<file path="config.mk">
export PLATFORM = sky130hd
export DESIGN_NAME = ul_reg_bank_mc
export DESIGN_NICKNAME = d
export VERILOG_FILES = /design/src/rtl/ul_reg_bank_mc_pkg.sv /design/src/rtl/ul_reg_ch.sv /design/src/rtl/ul_reg_bank_mc.sv
export SDC_FILE = /design/constraint.sdc
export NUM_CORES = 2
export LEC_CHECK = 0
export ABC_CLOCK_PERIOD_IN_PS = 33900
export BUFFER_PORTS_ARGS = -buffer_cell sky130_fd_sc_hd__buf_2
export CAP_MARGIN = 0
export CORE_MARGIN = 5
export CORE_UTILIZATION = 30
export CTS_CLUSTER_DIAMETER = 200
export DETAILED_ROUTE_END_ITERATION = 6
export PLACE_DENSITY_LB_ADDON = 0.05
export SKIP_CTS_REPAIR_TIMING = 1
export SLEW_MARGIN = 20
export SYNTH_ARGS = -nofsm -noshare
export SYNTH_HDL_FRONTEND = slang
export SYNTH_SLANG_ARGS = --single-unit
</file>
<file path="constraint.sdc">
create_clock -name clks -period 33.9 [get_ports clks]
set_clock_uncertainty 0.15 [all_clocks]
set_input_delay 5.085 -clock clks [delete_from_list [all_inputs] [get_ports clks]]
set_output_delay 5.085 -clock clks [all_outputs]
set_load 0.01 [all_outputs]
</file>
<file path="src/rtl/ul_reg_bank_mc_pkg.sv">
// Shared address map and helpers for the multi-channel UL register bank.
// Global registers sit in 0x000-0x00F; channel c occupies 0x010 + 8*c.
package ul_reg_bank_mc_pkg;

  localparam logic [7:0] ADDR_VER_TIME = 8'h00;
  localparam logic [7:0] ADDR_VER_TYPE = 8'h01;
  localparam logic [7:0] ADDR_CH_NUM   = 8'h02;
  localparam logic [7:0] ADDR_VLED     = 8'h03;
  localparam logic [7:0] ADDR_SCRATCH  = 8'h04;
  localparam logic [7:0] ADDR_RD_CNT   = 8'h05;
  localparam logic [7:0] ADDR_IRQ_MASK = 8'h06;

  // Channel blocks are 8 words wide, so addr[7:3] selects the block; 0x010 is block 2.
  localparam logic [4:0] CH_BASE_BLK = 5'd2;

  typedef enum logic [2:0] {
    OFS_OPA        = 3'd0,
    OFS_OPB        = 3'd1,
    OFS_SUM        = 3'd2,
    OFS_TMOUT      = 3'd3,
    OFS_ERR_STICKY = 3'd4,
    OFS_ERR_CNT    = 3'd5
  } ch_ofs_e;

  localparam logic [15:0] ERR_CNT_MAX = 16'hFFFF;

  function automatic logic [15:0] sat_inc16(input logic [15:0] v);
    return (v == ERR_CNT_MAX) ? v : v + 16'd1;
  endfunction

endpackage

</file>
<file path="src/rtl/ul_reg_ch.sv">
// One channel: operand registers with a pipelined sum, timeout cfg,
// sticky error flags and a saturating rising-edge error counter.
module ul_reg_ch
  import ul_reg_bank_mc_pkg::*;
#(
  parameter int          DATA_WIDTH = 32,
  parameter int          ERR_WIDTH  = 2,
  parameter logic [15:0] TMOUT_INIT = 16'hFFFF
) (
  input  logic                  clks,
  input  logic                  reset,
  input  logic                  wr,
  input  logic [2:0]            ofs,
  input  logic [DATA_WIDTH-1:0] wr_data,
  input  logic [ERR_WIDTH-1:0]  err_in,
  output logic [DATA_WIDTH-1:0] rd_data,
  output logic [15:0]           tmout,
  output logic                  has_err
);

  logic [DATA_WIDTH-1:0] opa_reg;
  logic [DATA_WIDTH-1:0] opb_reg;
  logic [DATA_WIDTH-1:0] sum_reg;
  logic [15:0]           tmout_reg;
  logic [ERR_WIDTH-1:0]  sticky_reg;
  logic [ERR_WIDTH-1:0]  err_prev_reg;
  logic [15:0]           cnt_reg;
  logic [ERR_WIDTH-1:0]  w1c_mask;
  logic                  err_rise;

  assign w1c_mask = (wr && ofs == OFS_ERR_STICKY) ? wr_data[ERR_WIDTH-1:0] : '0;
  assign err_rise = |(err_in & ~err_prev_reg);

  always_ff @(posedge clks or posedge reset) begin
    if (reset) begin
      opa_reg      <= '0;
      opb_reg      <= '0;
      sum_reg      <= '0;
      tmout_reg    <= TMOUT_INIT;
      sticky_reg   <= '0;
      err_prev_reg <= '0;
      cnt_reg      <= '0;
    end else begin
      // Operand registers form stage 1, sum_reg stage 2.
      sum_reg <= opa_reg + opb_reg;
      if (wr && ofs == OFS_OPA)   opa_reg   <= wr_data;
      if (wr && ofs == OFS_OPB)   opb_reg   <= wr_data;
      if (wr && ofs == OFS_TMOUT) tmout_reg <= wr_data[15:0];
      // OR-ing the live level after the clear lets a held error win over W1C.
      sticky_reg   <= (sticky_reg & ~w1c_mask) | err_in;
      err_prev_reg <= err_in;
      if (wr && ofs == OFS_ERR_CNT) cnt_reg <= err_rise ? 16'd1 : 16'd0;
      else if (err_rise)            cnt_reg <= sat_inc16(cnt_reg);
    end
  end

  always_comb begin
    rd_data = '0;
    case (ofs)
      OFS_OPA:        rd_data = opa_reg;
      OFS_OPB:        rd_data = opb_reg;
      OFS_SUM:        rd_data = sum_reg;
      OFS_TMOUT:      rd_data = DATA_WIDTH'(tmout_reg);
      OFS_ERR_STICKY: rd_data = DATA_WIDTH'(sticky_reg);
      OFS_ERR_CNT:    rd_data = DATA_WIDTH'(cnt_reg);
      default:        rd_data = '0;
    endcase
  end

  assign tmout   = tmout_reg;
  assign has_err = |sticky_reg;

endmodule

</file>
<file path="src/rtl/ul_reg_bank_mc.sv">
// Multi-channel UL register bank: global registers, channel decode,
// registered read port with valid pulse, and the maskable error interrupt.
module ul_reg_bank_mc
  import ul_reg_bank_mc_pkg::*;
#(
  parameter int          CPU_ADDR_WIDTH = 12,
  parameter int          CPU_DATA_WIDTH = 32,
  parameter int          CH_NUM         = 4,
  parameter int          ERR_WIDTH      = 2,
  parameter logic [31:0] VER_TIME       = 32'h2018_0301,
  parameter logic [31:0] VER_TYPE       = 32'h00D3_0007,
  parameter logic [15:0] TMOUT_INIT     = 16'hFFFF
) (
  input  logic                          clks,
  input  logic                          reset,
  input  logic                          cpu_wr,
  input  logic [CPU_ADDR_WIDTH-1:0]     cpu_addr,
  input  logic [CPU_DATA_WIDTH-1:0]     cpu_data_in,
  input  logic                          cpu_rd,
  output logic [CPU_DATA_WIDTH-1:0]     cpu_data_out,
  output logic                          cpu_rd_vld,
  input  logic [CH_NUM*ERR_WIDTH-1:0]   ch_err_in,
  output logic [CH_NUM*16-1:0]          reg_tmout_us_cfg,
  output logic [15:0]                   ul2sh_vled,
  output logic                          err_irq
);

  logic [15:0]               vled_reg;
  logic [CPU_DATA_WIDTH-1:0] scratch_reg;
  logic [31:0]               rd_cnt_reg;
  logic [CH_NUM-1:0]         irq_mask_reg;

  logic                      upper_zero;
  logic [7:0]                addr_lo;
  logic [4:0]                blk;
  logic [4:0]                ch_sel;
  logic                      ch_hit;
  logic [CPU_DATA_WIDTH-1:0] ch_rd_data [CH_NUM];
  logic [CH_NUM-1:0]         ch_has_err;
  logic [CPU_DATA_WIDTH-1:0] rd_mux;

  // Anything above 0x0FF is unmapped, so the upper address bits must be zero.
  assign upper_zero = (cpu_addr >> 8) == '0;
  assign addr_lo    = cpu_addr[7:0];
  assign blk        = cpu_addr[7:3];
  assign ch_sel     = blk - CH_BASE_BLK;
  assign ch_hit     = upper_zero && (blk >= CH_BASE_BLK) && (ch_sel < 5'(CH_NUM));

  generate
    for (genvar gi = 0; gi < CH_NUM; gi++) begin : g_ch
      ul_reg_ch #(
        .DATA_WIDTH (CPU_DATA_WIDTH),
        .ERR_WIDTH  (ERR_WIDTH),
        .TMOUT_INIT (TMOUT_INIT)
      ) u_ch (
        .clks    (clks),
        .reset   (reset),
        .wr      (cpu_wr && ch_hit && (ch_sel == 5'(gi))),
        .ofs     (cpu_addr[2:0]),
        .wr_data (cpu_data_in),
        .err_in  (ch_err_in[gi*ERR_WIDTH +: ERR_WIDTH]),
        .rd_data (ch_rd_data[gi]),
        .tmout   (reg_tmout_us_cfg[gi*16 +: 16]),
        .has_err (ch_has_err[gi])
      );
    end
  endgenerate

  always_comb begin
    rd_mux = '0;
    if (upper_zero) begin
      case (addr_lo)
        ADDR_VER_TIME: rd_mux = CPU_DATA_WIDTH'(VER_TIME);
        ADDR_VER_TYPE: rd_mux = CPU_DATA_WIDTH'(VER_TYPE);
        ADDR_CH_NUM:   rd_mux = CPU_DATA_WIDTH'(CH_NUM);
        ADDR_VLED:     rd_mux = CPU_DATA_WIDTH'(vled_reg);
        ADDR_SCRATCH:  rd_mux = ~scratch_reg;
        ADDR_RD_CNT:   rd_mux = CPU_DATA_WIDTH'(rd_cnt_reg);
        ADDR_IRQ_MASK: rd_mux = CPU_DATA_WIDTH'(irq_mask_reg);
        default:       rd_mux = '0;
      endcase
    end
    for (int i = 0; i < CH_NUM; i++) begin
      if (ch_hit && ch_sel == 5'(i)) rd_mux = ch_rd_data[i];
    end
  end

  always_ff @(posedge clks or posedge reset) begin
    if (reset) begin
      cpu_data_out <= '0;
      cpu_rd_vld   <= 1'b0;
      err_irq      <= 1'b0;
      vled_reg     <= '0;
      scratch_reg  <= '0;
      rd_cnt_reg   <= '0;
      irq_mask_reg <= '0;
    end else begin
      cpu_rd_vld <= cpu_rd;
      // The mux sees pre-write state, so a same-cycle write is not visible to the read.
      if (cpu_rd) cpu_data_out <= rd_mux;
      if (cpu_rd && upper_zero && addr_lo == ADDR_RD_CNT) rd_cnt_reg <= rd_cnt_reg + 32'd1;
      if (cpu_wr && upper_zero) begin
        if (addr_lo == ADDR_VLED)     vled_reg     <= cpu_data_in[15:0];
        if (addr_lo == ADDR_SCRATCH)  scratch_reg  <= cpu_data_in;
        if (addr_lo == ADDR_IRQ_MASK) irq_mask_reg <= cpu_data_in[CH_NUM-1:0];
      end
      err_irq <= |(ch_has_err & irq_mask_reg);
    end
  end

  assign ul2sh_vled = vled_reg;

endmodule
</file>
==> flow_summary.toml <==
[setup_path]
reg2reg_to = "g_ch[0].u_ch.sum_reg[30]$_DFF_PP0_"
kind_of_end_point_of_the_critical_path = "flip-flop"
maximum_fanout_along_the_worst_path = 50
critical_path.endpoint = "cpu_data_out[4]$_DFFE_PP0P_"
crit-reg2reg-launch = "g_ch[0].u_ch.opb_reg[0]$_DFFE_PP0P_"
required_time_of_the_critical_path_ns = 34.29
startpoint_type = "input port"
critPathKind = "input port to flip-flop"
worst-r2r-cell-count = 11
reg2reg_setup_slack_ns = 30.01
cp-startpoint = "cpu_addr[0]"
cp.arrival_ns = 8.59

[cells_and_area]
regArea_um2 = 16200
final_cell_mix = "582 x dfrtp_1, 376 x mux2_2, 241 x nor2_1, 231 x nand2_1, 202 x a21oi_1"
multi_input_area_um2 = 17900
final_net_count = 3542
drive_gt1_share_pct = 24.8
fill_cells = 11600
areaGrowthSynthToFinish_pct = 15.3
final_common_cell = "dfrtp_1"

[power_and_ir_drop]
p_clk_share_pct = 49.4
p_seq_share_pct = 43.9
power.ir.vdd_worst_mv = 0.0350
power.switching_fraction_pct = 25.7
power_mw = 1.87
pwr_density_nw_per_um2 = 46.4
power.net_switching_mw = 0.480
leakage_power_nw = 19.2
combinationalPowerShare_pct = 6.7
internal_power_of_the_cells_mw = 1.39

[drt]
post-route-drc-count = 0
routed_wire_length_per_instance_um = 27.7
post_drt_via_cell_ratio = 5.47
num_vias = 27000
firstDrtPassIters = 5
dr.first_iter.drc_count = 2401
ant_nets = 0
final_wl_um = 137000

[die]
placement_rows = 125
core-area_um2 = 116000
die_w_um = 351
design.die.area_um2 = 123000
floorplan.io_pins = 170
dieHeight_um = 351
initial_cell_density_of_the_core_pct = 30.1

[logic_synthesis]
netlist.area_leader.share_pct = 41.7
post_synth_instance_area_um2 = 34900
synth.yosys.seq_area_share_pct = 46.5
synthTopCellsByArea = "dfrtp_1 42%, mux2_2 12%, dfstp_2 4.8%, ha_1 4.7%, mux2i_1 3.1%"
synthesis.area_per_instance_um2 = 10.8
yosys_warnings = 0
netlist_instances = 3220
synth_top_area_cell = "dfrtp_1"
yosys_register_bits = 646
syn_nets = 3412
async_reset_ff_share_pct = 100
synth.lib_cells_used.distinct = 88
yosys_most_used_dff = "dfrtp_1"
synth_edf_count = 0

[flow_run]
maxCapViolCount = 0

[min_path]
hp-class = "flip-flop to flip-flop"

[sta]
drv_slew = 0
rsz0062_at_grt = "false"
relSlewSlack_pct = 26.2
slew_worst_pin_ns = 1.10
fin_tns_setup_ns = 0
max_clock_freq_mhz = 122
timing_hold_violations_final = 0
final.period_utilization_pct = 24.2
setup-violations-final = 0
timing.final.crit_period_ns = 8.20

[clock_tree]
cts_inserted_buffers = 82
clk_pin_slew_ns = 0.06
cts.htree.levels = 3
clock-sinks = 646
cts_tree = "done"
cts-root-buf = "clkbuf_16"
worst_skew_pair.late_latency_ns = 0.65
cts-root-to-sink-buffers = 3

[run_status]
status = "finished clean"

[placed_design]
gp_congestion = 0.879
hpwlAfterDp_um = 98100
port_buffers = 169

[global_route]
global_route_wire_length_before_repair_um = 197000
grt_start_max_net_pins = 154
number_of_antenna_violations_at_the_first_check_in_global_routing = 21
grt_use_total_pct = 21.9
overflow = 0
first_global_vias = 27500
==> cell families after synthesis <==
family | Yosys count | share of synthesized area (%)
AO/OA/AOI/OAI | 761 | 13.9
AND/OR/NAND/NOR | 756 | 10.2
flip-flops | 646 | 46.5
multiplexers | 518 | 17.3
buffers and inverters | 216 | 2.48
XOR/XNOR | 187 | 4.69
adder cells (fa/ha/maj) | 136 | 4.96
==> power groups by stage <==
stage | clock network, mW | registers (mW) | logic (mW)
after global routing | 0.980 | 0.823 | 0.138
after floorplan | 0 | 0.824 | 0.0743
after global placement | 0 | 0.833 | 0.124
after CTS | 0.953 | 0.820 | 0.127
final | 0.923 | 0.821 | 0.125
after detailed placement | 0 | 0.833 | 0.126
==> per-layer routing <==
| layer | track usage, % | wire length [um] |
|---|---|---|
| met5 | 0 | 0 |
| met4 | 8.09 | 5260 |
| met3 | 4.19 | 8470 |
| met2 | 34.4 | 61300 |
| met1 | 30.2 | 62200 |
==> how the worst min path moves through the flow <==
stage | from | end | slack (ns) | cells after the start
after floorplan | rd_cnt_reg[31]$_DFFE_PP0P_ | rd_cnt_reg[31]$_DFFE_PP0P_ | 0.29 | 1
after detailed placement | rd_cnt_reg[31]$_DFFE_PP0P_ | rd_cnt_reg[31]$_DFFE_PP0P_ | 0.31 | 1
after global routing | rd_cnt_reg[31]$_DFFE_PP0P_ | rd_cnt_reg[31]$_DFFE_PP0P_ | 0.35 | 1
after global placement | rd_cnt_reg[31]$_DFFE_PP0P_ | rd_cnt_reg[31]$_DFFE_PP0P_ | 0.31 | 1
final | rd_cnt_reg[31]$_DFFE_PP0P_ | rd_cnt_reg[31]$_DFFE_PP0P_ | 0.32 | 1
after CTS | rd_cnt_reg[31]$_DFFE_PP0P_ | rd_cnt_reg[31]$_DFFE_PP0P_ | 0.32 | 1
==> worst max-delay path: stages <==
cell	delay (ns)
clkbuf_8	0.45
buf_4	0.83
mux4_2	0.66
a22oi_1	0.50
o22ai_1	0.25
o21ai_0	0.33
o221ai_1	0.16
mux2_2	0.28
==> synthesized netlist by cell type (all sizes together), types with 49 or more instances <==
cell type / count
dfrtp: 582
mux2: 380
nor2: 243
nand2: 238
a21oi: 202
o21ai: 198
ha: 132
mux2i: 108
clkbuf: 107
xnor2: 100
xor2: 87
dfstp: 64
a21o: 57
inv: 57
buf: 51
nand4: 49
==> metrics by stage <==
stage | cell area, um^2 | std cells | util (%) | hold WS, ns | setup WS, ns
after detailed placement | 37400 | 4789 | 32.3 | 0.307 | 25.03
after global routing | 40300 | 4941 | 34.7 | 0.350 | 25.42
final | 40300 | 4946 | 34.7 | 0.319 | 25.70
after global placement | 37400 | 4789 | 32.2 | 0.309 | 25.05
after CTS | 40200 | 4940 | 34.7 | 0.318 | 25.74
after floorplan | 34900 | 3220 | - | 0.291 | 10.67
==> final cells by class <==
class	count	share of cell area [%]
diodes	5	0.0311
repair buffers	204	2.89
flip-flops and latches	646	40.3
multi-input cells	2358	44.4
inverters	58	0.559
clock inverters	23	0.718
clock buffers	128	6.31
well taps	1524	4.74
No activity file was read; power rests on OpenSTA's default activity.
